$ cat config.mk
export PLATFORM = sky130hd
export DESIGN_NAME = gpr_dump
export DESIGN_NICKNAME = d
export VERILOG_FILES = /design/src/rtl/gpr_dump_pkg.sv /design/src/rtl/gpr_dump.sv
export SDC_FILE = /design/constraint.sdc
export NUM_CORES = 1
export LEC_CHECK = 0
export ABC_AREA = 0
export ABC_CLOCK_PERIOD_IN_PS = 4800
export CAP_MARGIN = 20
export CORE_ASPECT_RATIO = 1.5
export CORE_UTILIZATION = 45
export DETAILED_ROUTE_END_ITERATION = 8
export PLACE_DENSITY = 0.85
export SETUP_SLACK_MARGIN = 0.15
export SLEW_MARGIN = 10
export SYNTH_ARGS = -nofsm -noshare
export SYNTH_HDL_FRONTEND = slang
export SYNTH_SLANG_ARGS = --single-unit
$ cat constraint.sdc
create_clock -name clk -period 4.8 [get_ports clk]
set_clock_uncertainty 0.15 [all_clocks]
set_input_delay 0.72 -clock clk [delete_from_list [all_inputs] [get_ports clk]]
set_output_delay 0.72 -clock clk [all_outputs]
set_load 0.02 [all_outputs]
$ cat src/rtl/gpr_dump_pkg.sv
// Shared types and constants for the GPR readout unit: FSM encoding,
// default widths and the register index range covered by a dump.
package gpr_dump_pkg;

  localparam int DEF_DATA_W  = 32;
  localparam int DEF_ADDR_W  = 5;
  localparam int DEF_REG_CNT = 32;

  // Register 0 is hard-wired to zero in MIPS, so the dump starts at 1.
  localparam int FIRST_REG = 1;
  localparam int LAST_REG  = DEF_REG_CNT - 1;

  typedef enum logic [1:0] {
    IDLE = 2'd0,
    READ = 2'd1,
    HOLD = 2'd2,
    DONE = 2'd3
  } state_t;

endpackage : gpr_dump_pkg

$ cat src/rtl/gpr_dump.sv
// GPR readout unit: walks registers 1..REG_CNT-1 through a dedicated read
// port, compares each word with an expected ROM, streams records, keeps a verdict.
module gpr_dump
  import gpr_dump_pkg::*;
#(
  parameter int DATA_W  = DEF_DATA_W,
  parameter int ADDR_W  = DEF_ADDR_W,
  parameter int REG_CNT = DEF_REG_CNT
) (
  input  logic              clk,
  input  logic              reset,
  input  logic              start,
  output logic              busy,
  output logic [ADDR_W-1:0] rf_raddr,
  input  logic [DATA_W-1:0] rf_rdata,
  output logic [ADDR_W-1:0] exp_addr,
  input  logic [DATA_W-1:0] exp_data,
  output logic              out_valid,
  input  logic              out_ready,
  output logic [ADDR_W-1:0] out_idx,
  output logic [DATA_W-1:0] out_data,
  output logic              out_mismatch,
  output logic              done,
  output logic              pass,
  output logic [ADDR_W-1:0] fail_idx,
  output logic [ADDR_W:0]   mismatch_cnt
);

  localparam logic [ADDR_W-1:0] FIRST_IDX = ADDR_W'(FIRST_REG);
  localparam logic [ADDR_W-1:0] LAST_IDX  = ADDR_W'(REG_CNT - 1);

  state_t            state, state_nxt;
  logic [ADDR_W-1:0] idx;

  logic launch;     // start accepted (IDLE or DONE)
  logic capture;    // sample register and expected word
  logic handshake;  // record consumed
  logic finish;     // last record consumed
  logic word_diff;

  assign rf_raddr  = idx;
  assign exp_addr  = idx;
  assign word_diff = (rf_rdata != exp_data);

  // State register.
  always_ff @(posedge clk or negedge reset) begin
    if (!reset) state <= IDLE;
    else        state <= state_nxt;
  end

  // Next-state logic.
  // NOTE: every variable written in an always_comb gets a default first, so
  // no path through the case leaves it unassigned and no latch is inferred.
  always_comb begin
    state_nxt = state;
    unique case (state)
      IDLE:    if (launch) state_nxt = READ;
      READ:    state_nxt = HOLD;
      HOLD:    if (handshake) state_nxt = finish ? DONE : READ;
      DONE:    if (launch) state_nxt = READ;
      default: state_nxt = IDLE;
    endcase
  end

  // Control strobes decoded from the current state; start while busy falls
  // through here as a no-op because launch only fires in IDLE or DONE.
  always_comb begin
    launch    = 1'b0;
    capture   = 1'b0;
    handshake = 1'b0;
    finish    = 1'b0;
    busy      = 1'b0;
    unique case (state)
      IDLE: launch = start;
      READ: begin
        capture = 1'b1;
        busy    = 1'b1;
      end
      HOLD: begin
        handshake = out_valid & out_ready;
        finish    = out_valid & out_ready & (idx == LAST_IDX);
        busy      = 1'b1;
      end
      DONE: launch = start;
      default: ;
    endcase
  end

  // Index counter, record capture and verdict registers.
  // NOTE: sequential state uses non-blocking assignments so every register
  // samples pre-edge values; the fail_idx test reads the old mismatch_cnt.
  always_ff @(posedge clk or negedge reset) begin
    if (!reset) begin
      idx          <= FIRST_IDX;
      out_valid    <= 1'b0;
      out_idx      <= '0;
      out_data     <= '0;
      out_mismatch <= 1'b0;
      done         <= 1'b0;
      pass         <= 1'b0;
      fail_idx     <= '0;
      mismatch_cnt <= '0;
    end else begin
      if (launch) begin
        idx          <= FIRST_IDX;
        mismatch_cnt <= '0;
        fail_idx     <= '0;
        done         <= 1'b0;
      end

      if (capture) begin
        out_data     <= rf_rdata;
        out_idx      <= idx;
        out_mismatch <= word_diff;
        out_valid    <= 1'b1;
        if (word_diff) begin
          mismatch_cnt <= mismatch_cnt + 1'b1;
          if (mismatch_cnt == '0) fail_idx <= idx;
        end
      end

      if (handshake) begin
        out_valid <= 1'b0;
        if (finish) begin
          done <= 1'b1;
          pass <= (mismatch_cnt == '0);
        end else begin
          idx <= idx + 1'b1;
        end
      end
    end
  end

endmodule : gpr_dump

Word-level counts from Yosys, hierarchy flattened
Index checks and enable logic that the tools add are counted.

Bitwise gates (word level): 2. Reduce and logical (&&, ||, !) cells: 7. $add $sub $neg: 2. Eq/ne operators: 7. Mux-type cells: 24.

Operator list (number): $mux 5 (7); $ne 32x32->1 (1); $mux 6 (3); $mux 1 (10); $add 6x1->6 const B (1); $logic_not 6->1 (1); $mux 2 (3); $pmux 2 s3 (1); $add 5x1->5 const B (1); $eq 5x5->1 const B (1); $eq 2x2->1 const B (2); $reduce_and 2->1 (2); $reduce_or 2->1 (2); $and 1x1->1 (2); $eq 2x1->1 const B (1); $logic_not 2->1 (1); $ne 2x1->1 const B (1); $ne 2x2->1 const B (1); $reduce_bool 2->1 (1).

Output and inout bits: 63. Input bits: 68. Bits in registers: 59. Word-level logic and storage cells: 52.

Logic depth before layout (Yosys ltp)
Word-level depth: 7. Depth in mapped cells: 8. Depth with buffers taken out: 7.

Worst setup path after synthesis
OpenSTA, ideal clock, no wires.

Path type: input-to-reg. Start: input exp_data[26]. End: register mismatch_cnt[4]. Cell stages on the path: 6. Slack: 2.541 ns. Buffers on the path: 1. Data required time: 4.502 ns. Library setup time: 0.148 ns. Arrival time: 1.961 ns. Path through: xnor2_1 > nand4_1 > or4_1 > clkbuf_1 > o21ai_4 > o221ai_1.

Word-level cells in the longest chain between the ends: 3.

Ends and longest elaborated chain: start, declared (RTL line gpr_dump.sv:17) `input logic [DATA_W-1:0] exp_data,`; $ne 32x32->1 (RTL line gpr_dump.sv:43) `assign word_diff = (rf_rdata != exp_data);`; $mux 6 (RTL line gpr_dump.sv:116) `if (word_diff) begin`; $mux 6 (RTL line gpr_dump.sv:111) `if (capture) begin`; end signal, assigned (RTL line gpr_dump.sv:117) `mismatch_cnt <= mismatch_cnt + 1'b1;`; end, declared (RTL line gpr_dump.sv:26) `output logic [ADDR_W:0] mismatch_cnt`.

Every way passes these cells. A chain may end at the register's enable or synchronous reset.

Final worst setup path
Start: register state[0]. End: output busy.

Word-level cells in the longest chain between the ends: 3. Elaborated cells between the ends (all ways): 4. Those cells by class: eq/ne: 2; mux: 1; reduce/logical: 1.

Ends and longest elaborated chain: start, declared (RTL line gpr_dump.sv:32) `state_t state, state_nxt;`; start signal, assigned (RTL line gpr_dump.sv:48) `else state <= state_nxt;`; $eq 2x2->1 / $eq 2x1->1 (equally long branches) (RTL line gpr_dump.sv:73) `unique case (state)`; $reduce_or 2->1 (no source line) *; $mux 1 * (RTL line gpr_dump.sv:73); end, declared (RTL line gpr_dump.sv:13) `output logic busy,`.

Mark *: on every way between the ends. The rest lies on a longest branch, timed or not.

==> key figures <==
Synth
  • Number of flops mapped to enable cells by yosys: 0
  • Synthesized cell area: 2930 um2
  • Synth Instances: 253
  • #FFs+latches synth: 59
  • Primary FF master, synth: dfrtp_1
  • Synth area leader: dfrtp_1
  • Synth warn: 0
  • Distinct cells, synth: 31
  • Most instantiated library cell after synthesis: dfrtp_1
  • Top-area cell type share of the netlist area: 49.5%
  • Syn_nets: 328
  • Seq/Total Area, Yosys: 50.4%
  • Syn Area/Cell: 11.6 um2
  • Largest cells by area after synthesis: dfrtp_1 (50%), mux2_2 (15%), xnor2_1 (9.6%)
  • Commonest cells in the netlist: dfrtp_1 (58), mux2_2 (38), xnor2_1 (32)
  • Ys async rst share: 100%

Setup path
  • Critical path's largest stage delay: 0.60 ns
  • Critical Path RT: 3.93 ns
  • Slowest stage cell, crit path: clkdlybuf4s50_1
  • Slack of the worst reg-to-reg path: 2.30 ns
  • CP cell instances: inv_1, ha_1, inv_1, clkdlybuf4s50_1
  • Crit. End Element: primary output
  • Most frequent cell on the critical path: inv_1
  • Crit path arrival time: 1.84 ns
  • Critical Path Source Type: register
  • Crit-path max FO: 6
  • Worst reg2reg path depth: 6
  • CP Class: register to primary output

Detailed routing
  • Drt total wl: 7750 um
  • Met1 wire length: 2800 um
  • Vias per cell: 5.23
  • Wire length per cell: 16.7 um
  • DRC violations left: 0
  • Met3 WL: 377 um
  • Drt pass-1 iters: 4
  • Max Used Layer: met4
  • Metal2 WL: 4350 um
  • Via count of the routed design: 2421
  • ANT nets after route: 0
  • Drt initial violations: 139

STA
  • Slew HR: 50.3%
  • Final hold violation count: 0
  • RSZ-0062 raised after global routing: false
  • Slew at the pin with the worst max-slew slack: 0.745 ns
  • Max frequency: 0.369 GHz
  • Slew Limit Fails: 0
  • Setup-failing EPs final: 0
  • Worst hold slack: 0.335 ns
  • Final WS setup: 2.09 ns
  • Final period util: 56.5%
  • Tmin final: 2.71 ns
  • Final TNS setup: 0 ns

Floorplan
  • Rows: 35
  • Die W: 67.9 um
  • Die outline area: 6850 um2
  • Initial core utilization: 47.1%
  • Core area: 6220 um2
  • IO Count: 131
  • DIE HEIGHT: 101 um

Pwr
  • Lkg Pwr: 1.81 nW
  • Pwr/cell area: 576 nW/um2
  • Power Total: 2.56 mW
  • Peak supply drop: 314 uV

Clocking
  • CTS Hold Buffers Added: 0
  • Clk slew on worst S/H paths: 0.07 ns
  • Num CTS Buffers: 9
  • CTS tree: done
  • Post_cts resized: 0
  • # Post-CTS Setup Buffers: 0
  • Clock sink total: 59
  • H-tree Lvls: 3
  • Clk buf depth: 2
  • Clock root buffer: clkbuf_8
  • Clk_lat worst skew: 0.33 ns

Placed design
  • Pre-CTS setup slack: 1.81 ns
  • Gp weighted congestion: 0.870
  • Cells after DPL: 447
  • I/O Buffers: 130
  • HPWL Detailed: 5930 um
  • DP Area: 4270 um2

Final layout
  • Fillers: 465
  • Area Growth Syn to Fin: 51.6%
  • Final Net Count: 459
  • Design area: 4450 um2
  • Ratio of cells with drive above 1 in the final layout: 14.7%
  • Non-Filler Instances: 463
  • Post-layout util: 71.5%
  • Diode count: 0

Global routing
  • Vias in the first global route: 2639
  • GRT overflow: 0
  • First-pass GRT wire length: 12700 um
  • Initial antenna violation count: 0
  • Largest net degree at the start of global routing: 60
  • Total GRT Usage: 25.4%

Worst hold path
  • Worst hold stages: 2
  • Worst Hold Class: register to register

Status
  • Outcome: finished, final reports clean

Flow run
  • Max cap viols: 0
[state kept, by name, summed over array words and instances, names as in the netlist, 2 cells and up]
register,cells
out_data,32
mismatch_cnt,6
exp_addr,5
fail_idx,5
out_idx,5
state,2
[area by class of cell]
cell class	count	area, um2	share of cell area, %
clock buffers	14	163	3.66
multi-input cells	166	1330	29.9
repair buffers	132	1310	29.5
inverters	16	60.1	1.35
flip-flops and latches	59	1480	33.2
well taps	74	92.6	2.08
clock inverters	2	10.0	0.225
[path summary, 6_finish.rpt]
check / endpoint / startpoint
worst max register to register: fail_idx[0] / state[1]
worst max-delay path: busy / state[0]
worst min register to register: done / done
min in group asynchronous: out_data[13] / reset
max in group asynchronous: out_data[23] / reset
worst min-delay path: done / done
[worst max-delay path, delay by kind of cell (launching register included)]
kind                     cells  cell delay (ns)
flip-flops                   1             0.38
buffers and inverters        3             0.77
adder cells (fa/ha/maj)      1             0.36
[power by group]
group	internal (mW)	total [mW]	switching, mW
logic	0.675	1.34	0.664
registers	0.695	0.821	0.126
clock network	0.215	0.401	0.186
total	1.59	2.56	0.976
[layer usage]
| metal | vias up | GRT usage [%] |
|---|---|---|
| met5 | - | 0 |
| met4 | 0 | 12.3 |
| li1 | 1147 | - |
| met2 | 79 | 43.8 |
| met3 | 16 | 6.33 |
| met1 | 1179 | 28.3 |
[cells by family after synthesis]
kind of cell | synth area share (%)
compound gates | 5.72
xor+xnor | 9.56
fa+ha+maj | 2.99
buf+inv | 4.27
flops | 50.4
mux | 17.3
simple gates | 9.73
[cells in the final DEF (no fill, tap or decap), drive strengths merged, types with 3 or more instances in the layout]
master and n:
clkdlybuf4s50 129, nand3 4, ha 7, o21ai 7
buf 3, xnor2 32, o221ai 4, o211ai 4
dfrtp 58, nand4 14, nand2 22, nor2 8
inv 16, mux2i 8, clkbuf 14, a31oi 3
a21oi 4, mux2 38
Power figures use the tool's default switching activity.
